--- config.mk ---
export PLATFORM = sky130hd
export DESIGN_NAME = counter_display_driver
export DESIGN_NICKNAME = d
export VERILOG_FILES = /design/src/rtl/counter_display_driver.sv
export SDC_FILE = /design/constraint.sdc
export NUM_CORES = 1
export LEC_CHECK = 0
export CAP_MARGIN = 25
export CORE_MARGIN = 4
export CORE_UTILIZATION = 40
export DETAILED_ROUTE_END_ITERATION = 10
export PLACE_DENSITY = 0.74
export SLEW_MARGIN = 30
export SYNTH_ARGS = -nofsm -noshare
export SYNTH_HDL_FRONTEND = slang
export SYNTH_SLANG_ARGS = --single-unit
--- constraint.sdc ---
create_clock -name clk_i -period 1.6 [get_ports clk_i]
set_input_delay 0.4 -clock clk_i [delete_from_list [all_inputs] [get_ports clk_i]]
set_output_delay 0.4 -clock clk_i [all_outputs]
set_load 0.005 [all_outputs]
--- src/rtl/counter_display_driver.sv ---
// counter_display_driver
// Samples the 4-bit counter value and shows it as two decimal digits on a
// time-multiplexed, active-low seven-segment display with the leading zero
// blanked. The displayed value is latched once per frame so both digits
// always come from the same sample.
// Optional build macro: COUNTER_DISPLAY_MONITOR_EN compiles in the count
// monitor (STEP/WRAP/WRAP_CNT/ERR); without it those outputs are tied low.

module counter_display_driver #(
   parameter int REFRESH_DIV = 4
) (
   input  logic       clk_i,
   input  logic       rst_i,
   input  logic [3:0] q_i,
   output logic [6:0] seg_o,
   output logic [1:0] an_o,
   output logic       step_o,
   output logic       wrap_o,
   output logic [7:0] wrap_cnt_o,
   output logic       err_o
);

   localparam int DivW = (REFRESH_DIV > 1) ? $clog2(REFRESH_DIV) : 1;
   localparam logic [DivW-1:0] DivLast = DivW'(REFRESH_DIV - 1);

   typedef enum logic {
      SLOT_UNITS = 1'b0,
      SLOT_TENS  = 1'b1
   } slot_t;

   logic [3:0]      qSync_q;
   logic [DivW-1:0] divCnt_q, divCnt_d;
   slot_t           slot_q, slot_d;
   logic [3:0]      qHold_q, qHold_d;
   logic [6:0]      seg_q, seg_d;
   logic [1:0]      an_q, an_d;

   logic       divTerm;
   logic       tensDigit;
   logic [3:0] unitsVal;

   function automatic logic [6:0] segCode(input logic [3:0] digit);
      logic [6:0] code;
      case (digit)
         4'd0:    code = 7'b1000000;
         4'd1:    code = 7'b1111001;
         4'd2:    code = 7'b0100100;
         4'd3:    code = 7'b0110000;
         4'd4:    code = 7'b0011001;
         4'd5:    code = 7'b0010010;
         4'd6:    code = 7'b0000010;
         4'd7:    code = 7'b1111000;
         4'd8:    code = 7'b0000000;
         4'd9:    code = 7'b0010000;
         default: code = 7'b1111111;
      endcase
      return code;
   endfunction

   // Next-state for the scan divider, the slot selector and the frame-latched value
   always_comb begin
      divTerm   = (divCnt_q == DivLast);
      divCnt_d  = divTerm ? '0 : divCnt_q + 1'b1;
      slot_d    = slot_q;
      qHold_d   = qHold_q;
      if (divTerm) begin
         slot_d = (slot_q == SLOT_UNITS) ? SLOT_TENS : SLOT_UNITS;
         if (slot_q == SLOT_TENS) begin
            qHold_d = qSync_q;
         end
      end
   end

   // Split the held value into digits and pick segment/anode drive for the current slot
   always_comb begin
      tensDigit = (qHold_q >= 4'd10);
      unitsVal  = tensDigit ? (qHold_q - 4'd10) : qHold_q;
      seg_d     = 7'b1111111;
      an_d      = 2'b11;
      if (slot_q == SLOT_UNITS) begin
         seg_d = segCode(unitsVal);
         an_d  = 2'b10;
      end else if (tensDigit) begin
         seg_d = segCode(4'd1);
         an_d  = 2'b01;
      end
   end

   // Input sync stage, scan state and registered display outputs
   always_ff @(posedge clk_i or posedge rst_i) begin
      if (rst_i) begin
         qSync_q  <= 4'd0;
         divCnt_q <= '0;
         slot_q   <= SLOT_UNITS;
         qHold_q  <= 4'd0;
         seg_q    <= 7'b1111111;
         an_q     <= 2'b11;
      end else begin
         qSync_q  <= q_i;
         divCnt_q <= divCnt_d;
         slot_q   <= slot_d;
         qHold_q  <= qHold_d;
         seg_q    <= seg_d;
         an_q     <= an_d;
      end
   end

   assign seg_o = seg_q;
   assign an_o  = an_q;

`ifdef COUNTER_DISPLAY_MONITOR_EN
   logic       syncValid_q;
   logic       prevValid_q;
   logic [3:0] prev_q;
   logic       step_q, wrap_q, err_q;
   logic [7:0] wrapCnt_q;

   logic changed, isWrap, illegal;

   // Classify the transition between the previous and current synchronised samples
   always_comb begin
      changed = prevValid_q && (qSync_q != prev_q);
      isWrap  = changed && (prev_q == 4'd15) && (qSync_q == 4'd0);
      illegal = changed && (qSync_q != (prev_q + 4'd1));
   end

   // History is only trusted once the sync stage holds a real sample, so the
   // reset value of the sync register is never compared against live data
   always_ff @(posedge clk_i or posedge rst_i) begin
      if (rst_i) begin
         syncValid_q <= 1'b0;
         prevValid_q <= 1'b0;
         prev_q      <= 4'd0;
         step_q      <= 1'b0;
         wrap_q      <= 1'b0;
         wrapCnt_q   <= 8'd0;
         err_q       <= 1'b0;
      end else begin
         syncValid_q <= 1'b1;
         prevValid_q <= syncValid_q;
         prev_q      <= qSync_q;
         step_q      <= changed;
         wrap_q      <= isWrap;
         if (isWrap && (wrapCnt_q != 8'hFF)) begin
            wrapCnt_q <= wrapCnt_q + 8'd1;
         end
         if (illegal) begin
            err_q <= 1'b1;
         end
      end
   end

   assign step_o     = step_q;
   assign wrap_o     = wrap_q;
   assign wrap_cnt_o = wrapCnt_q;
   assign err_o      = err_q;
`else
   assign step_o     = 1'b0;
   assign wrap_o     = 1'b0;
   assign wrap_cnt_o = 8'h00;
   assign err_o      = 1'b0;
`endif

endmodule

==> impl_metrics.env, run 1 <==
export IMPL_status="finished, final reports clean"
export IMPL_synth_simple_area_share_pct=8.62
export IMPL_drive_gt1_share_pct=28.2
export IMPL_instances_no_fill=154
export IMPL_crit_path_end_kind="register"
export IMPL_ant_nets=0
export IMPL_grt_max_degree=21
export IMPL_crit_fanout=5
export IMPL_synthesis_area_um2=1070
export IMPL_synth_top_family_by_area="buffers and inverters"
export IMPL_ys_ff_latch=20
export IMPL_crit_path_top_delay_cell="dfrtp_1"
export IMPL_dp_hpwl_mm=1.48
export IMPL_die_w_um=59.8
export IMPL_grt_pass1_wl_mm=3.24
export IMPL_synth_warnings=0
export IMPL_r2r_end="seg_o[5]"
export IMPL_synth_cells=104
export IMPL_utilization_pct=52.3
export IMPL_fin_area_um2=1320
export IMPL_clk_pin_slew_ps=110
export IMPL_wl_per_cell_um=12.4
export IMPL_dieArea_um2=3580
export IMPL_grt_total_usage_pct=12.1
export IMPL_setup_viol=0
export IMPL_fin_crit_ps=1500
export IMPL_critPathArrivalTime_ps=1720
export IMPL_reg2reg_setup_slack_ps=100
export IMPL_rsz0062_at_grt="yes"
export IMPL_worstSkewPairLatency_ps=300
export IMPL_max_clock_freq_ghz=0.667
export IMPL_startpoint_type="register"
export IMPL_critPathBufInv=2
export IMPL_crit_type="register to register"
export IMPL_r2r_cells=7
export IMPL_antenna_found_initial=0
export IMPL_grt_overflow_total=0
export IMPL_final_hold_viol_count=0
export IMPL_p_leak_nw=0.636
export IMPL_synth_xor_area_share_pct=2.45
export IMPL_ir_worst_vdd_uv=842
export IMPL_p_per_area_nw_per_um2=897
export IMPL_drt_iter0_markers=13
export IMPL_port_buffers=14
export IMPL_cts_sinks=20
export IMPL_placed_area_um2=1240
export IMPL_rows=18
export IMPL_areaGrowthSynthToFinish_pct=23.0
export IMPL_timing_rr_start="qHold_q[2]"
export IMPL_vias=772
export IMPL_htree_levels=1
export IMPL_slew_violations=0
export IMPL_path_delay_family="flip-flops"
export IMPL_drt_total_wl_mm=1.91
export IMPL_hold_buffers=0
export IMPL_ys_seq_area_share_pct=47.7
export IMPL_drv_cap=0
export IMPL_die_y_um=59.8
export IMPL_final_cell_mix="conb_1 (11), dfrtp_1 (11), buf_4 (10)"
export IMPL_multi_input_area_um2=482
export IMPL_initial_core_util_pct=42.6
export IMPL_viasPerCell=5.01
export IMPL_route_detailed_drc=0
export IMPL_cts_tree="built"
export IMPL_crit_path_cell_trace="inv_1, ha_4, buf_4, nor2_1, nor2_2, nor3_1, o31ai_1"
export IMPL_antenna_cells=0
export IMPL_first_pass_iters=5
export IMPL_core_area_um2=2520
export IMPL_cts_root_buffer="clkbuf_4"
export IMPL_holdWs_ps=400
export IMPL_fillers=239
export IMPL_dp_cells=150
export IMPL_io_pins=26
export IMPL_clockBufferDepth=2
export IMPL_final_nets=136
export IMPL_synth_adder_area_share_pct=5.83
export IMPL_fin_skew_ps=1.70
export IMPL_numCtsBuffers=3
export IMPL_synth_mux_area_share_pct=6.06
export IMPL_grt_pass1_vias=781
export IMPL_critPathRequiredTime_ps=1820
export IMPL_syn_avg_cell_area_um2=10.3
export IMPL_hold_class="input pin to async pin"
export IMPL_synth_distinct_cells=32
export IMPL_place_congestion=0.962
export IMPL_regArea_um2=512
export IMPL_synth_compound_area_share_pct=14.1
export IMPL_setup_tns_ps=0
export IMPL_fin_crit_sh_pct=93.7
export IMPL_slowest_delay_ps=400
==> synthesized netlist by cell type, drive strengths merged <==
library cell / instances / share of area, %
o221a: 1 / 1.0
a221oi: 1 / 0.82
clkbuf: 2 / 0.70
nand3: 1 / 0.47
a211oi: 1 / 0.70
inv: 8 / 2.8
o32ai: 1 / 0.82
o31ai: 1 / 0.70
xor2: 1 / 0.82
or2: 1 / 0.58
o21ai: 3 / 1.4
buf: 16 / 11
conb: 1 / 0.35
dfrtp: 11 / 26
nor2: 8 / 2.8
o21a: 1 / 0.70
nor3: 3 / 1.4
a31oi: 1 / 0.58
xnor2: 2 / 1.6
a41o: 1 / 0.93
dfstp: 9 / 22
mux2: 4 / 4.2
mux2i: 2 / 1.9
nand2: 6 / 2.1
a21oi: 7 / 3.3
a21o: 3 / 2.1
nand2b: 1 / 0.58
nor3b: 1 / 0.70
ha: 5 / 5.8
a2111o: 1 / 1.0
==> worst reg2reg max path, stage by stage (launching register included) <==
cell and delay (ps):
dfrtp_1 400, inv_1 90, ha_4 300, buf_4 140
nor2_1 60, nor2_2 130, nor3_1 60, o31ai_1 240
==> cell families after synthesis <==
logic type	after synthesis
and+or+nand+nor	21
adders and majority gates	5
DFF	20
buffers and inverters	26
AOI/OAI and AO/OA	22
muxes	6
xor gates and xnor gates	3
other	1
==> final cells by class <==
cell class              count  share of cell area, %
flip-flops and latches     20                   38.8
multi-input cells          68                   36.5
repair buffers             24                   15.5
well taps                  30                   2.84
inverters                   8                   2.46
clock inverters             1                   2.27
clock buffers               3                   1.71
==> worst max-delay path by stage <==
stage / startpoint / endpoint / slack [ps] / cells past startpoint
after detailed placement: qHold_q[1] / seg_o[4] / 30 / 7
after floorplan: qHold_q[1] / seg_o[6] / 10 / 7
after CTS: qHold_q[2] / seg_o[5] / 9 / 7
after global placement: qHold_q[1] / seg_o[1] / 90 / 5
final: qHold_q[2] / seg_o[5] / 100 / 7
after global routing: qHold_q[1] / seg_o[2] / -2 / 6
==> through the flow <==
stage                     total power [mW]  setup slack [ps]
after floorplan                      0.713              13.5
after global placement               0.773              85.2
after detailed placement             0.782              34.7
after CTS                             1.18              9.47
after global routing                  1.25             -2.08
final                                 1.18               100
==> layer usage <==
metal  share of wire, %  global-route usage, %  up-vias  wire length, um
met2                 51                   21.9       31              973
li1                   -                      -      366                -
met4                1.7                   4.75        0               32
met3                6.9                   3.89        6              131
met1                 40                   12.7      369              774
met5                  0                      0        -                0
==> state kept, by name, summed over array words and instances (netlist names) <==
signal    cells
qHold_q       4
divCnt_q      2
an_o          2
seg_o         7
slot_q        1
qSync_q       4
==> where the power goes <==
group / switching, mW / internal (mW) / total (mW) / leakage [nW]
Clock: 0.154 / 0.253 / 0.408 / 0.0279
Combinational: 0.105 / 0.108 / 0.213 / 0.383
Sequential: 0.0121 / 0.551 / 0.563 / 0.225
==> repair_timing <==
action,4_1_cts,5_1_grt
buffers inserted,0,0
pin swaps,0,2
gates resized for setup,11,6
endpoints found under the setup margin,10,7
No activity file was read; power rests on OpenSTA's default activity.
==> run 2, diff against run 1 <==
--- a/config.mk
+++ b/config.mk
@@ -9,6 +9,7 @@
 export CORE_MARGIN = 4
 export CORE_UTILIZATION = 40
 export DETAILED_ROUTE_END_ITERATION = 10
+export MAX_ROUTING_LAYER = met4
 export PLACE_DENSITY = 0.74
 export SLEW_MARGIN = 30
 export SYNTH_ARGS = -nofsm -noshare
==> run 2 against run 1 <==
Compared with the run above:
- clock power is 1% higher
- combinational power barely moved
- via count grew 2.1%
- final area is essentially flat
- register-to-register slack got worse by 80 ps
- hold slack got worse by 13 ps
- non-clock buffer count is 3 higher
- sequential power hardly changed
- cell count grew 1.9%
- largest power group unchanged
==> impl_metrics.env, run 2 (synthesis results as in run 1) <==
export IMPL_drt_total_wl_mm=2.08
export IMPL_rows=18
export IMPL_status="finished, final reports clean"
export IMPL_final_nets=139
export IMPL_initial_core_util_pct=42.6
export IMPL_startpoint_type="register"
export IMPL_final_hold_viol_count=0
export IMPL_drive_gt1_share_pct=28.3
export IMPL_clockBufferDepth=2
export IMPL_final_cell_mix="buf_4 (13), conb_1 (11), dfrtp_1 (11)"
export IMPL_setup_viol=0
export IMPL_critPathRequiredTime_ps=1840
export IMPL_path_delay_family="compound AO/OA/AOI/OAI gates"
export IMPL_crit_path_top_delay_cell="dfrtp_1"
export IMPL_antenna_found_initial=0
export IMPL_vias=788
export IMPL_grt_pass1_vias=754
export IMPL_crit_fanout=6
export IMPL_antenna_cells=0
export IMPL_dieArea_um2=3580
export IMPL_crit_type="register to register"
export IMPL_route_detailed_drc=0
export IMPL_critPathArrivalTime_ps=1830
export IMPL_hold_buffers=0
export IMPL_worstSkewPairLatency_ps=310
export IMPL_grt_overflow_total=0
export IMPL_crit_path_cell_trace="inv_4, ha_2, xnor2_1, a211oi_1, a2111o_1"
export IMPL_finalPower_mw=1.19
export IMPL_holdWs_ps=387
export IMPL_final_common_cell="buf_4"
export IMPL_io_pins=26
export IMPL_htree_levels=1
export IMPL_die_y_um=59.8
export IMPL_grt_max_degree=21
export IMPL_grt_pass1_wl_mm=3.17
export IMPL_grt_total_usage_pct=12.9
export IMPL_hold_class="input pin to async pin"
export IMPL_port_buffers=14
export IMPL_place_ws_ps=25.3
export IMPL_fillers=237
export IMPL_cts_tree="built"
export IMPL_ant_nets=0
export IMPL_placed_area_um2=1240
export IMPL_wl_per_cell_um=13.3
export IMPL_place_congestion=1.01
export IMPL_critPathBufInv=1
export IMPL_numCtsBuffers=3
export IMPL_die_w_um=59.8
export IMPL_max_clock_freq_ghz=0.632
export IMPL_fin_skew_ps=2.04
export IMPL_cts_root_buffer="clkbuf_4"
export IMPL_first_pass_iters=6
export IMPL_clk_pin_slew_ps=110
export IMPL_p_leak_nw=0.643
export IMPL_fin_crit_ps=1580
export IMPL_drv_cap=0
export IMPL_crit_path_end_kind="register"
export IMPL_core_area_um2=2520
export IMPL_dp_hpwl_mm=1.42
export IMPL_areaGrowthSynthToFinish_pct=23.1
export IMPL_slowest_delay_ps=420
export IMPL_ir_worst_vdd_uv=600
export IMPL_viasPerCell=5.02
export IMPL_drt_iter0_markers=21
export IMPL_slew_violations=0
export IMPL_fin_area_um2=1320
export IMPL_largest_register_ffs=7
export IMPL_fin_crit_sh_pct=98.8
export IMPL_layout_setup_ws_ps=18.5
export IMPL_p_per_area_nw_per_um2=898
export IMPL_cts_sinks=20
export IMPL_rsz0062_at_grt="yes"
==> run 2: timing repair <==
action	4_1_cts	5_1_grt
gates resized for setup	9	5
pin swaps	0	1
setup endpoints to repair	11	6
setup buffers	2	1
==> run 2: power by group <==
part | switching [mW] | total [mW] | internal, mW | leakage [nW]
clock | 0.159 | 0.413 | 0.254 | 0.0279
combinational | 0.104 | 0.212 | 0.108 | 0.390
sequential | 0.0111 | 0.562 | 0.551 | 0.225
total | 0.274 | 1.19 | 0.912 | 0.643
==> run 2: path summary, 6_finish.rpt <==
check	cells after the start	endpoint	slack [ps]	from
hold / removal	3	qHold_q[0]	390	rst_i
hold reg to reg	1	divCnt_q[0]	440	divCnt_q[0]
min in group clk_i	1	divCnt_q[0]	440	divCnt_q[0]
setup reg to reg	5	seg_o[6]	20	qHold_q[1]
setup / recovery	5	seg_o[6]	20	qHold_q[1]
max in group asynchronous	3	seg_o[1]	950	rst_i
==> run 2: metal layers <==
layer,global-route usage (%),vias to the layer above,routed length (um)
met4,11.7,0,141
met1,11.9,349,702
li1,-,369,-
met5,-,-,0
met2,20.2,55,1010
met3,5.18,15,227
==> run 2: per-stage QoR <==
stage	cells	TNS [ps]	util, %
after global placement	150	0	49.0
after global routing	157	-243	52.4
after floorplan	114	0	-
final	157	0	52.4
after CTS	156	0	51.2
after detailed placement	150	0	49.0
==> run 2: cell type report <==
cell class | instances | area, um2 | share of cell area, %
clock buffer | 3 | 22.5 | 1.70
tap | 30 | 37.5 | 2.84
inverter | 8 | 32.5 | 2.46
multi-input combinational | 68 | 460 | 34.8
sequential | 20 | 512 | 38.7
clock inverter | 1 | 30.0 | 2.27
timing repair buffer | 27 | 226 | 17.1
==> run 2: worst reg2reg max path, stage by stage (launching register included) <==
cell,delay (ps)
dfrtp_1,420
inv_4,90
ha_2,320
xnor2_1,200
a211oi_1,100
a2111o_1,390
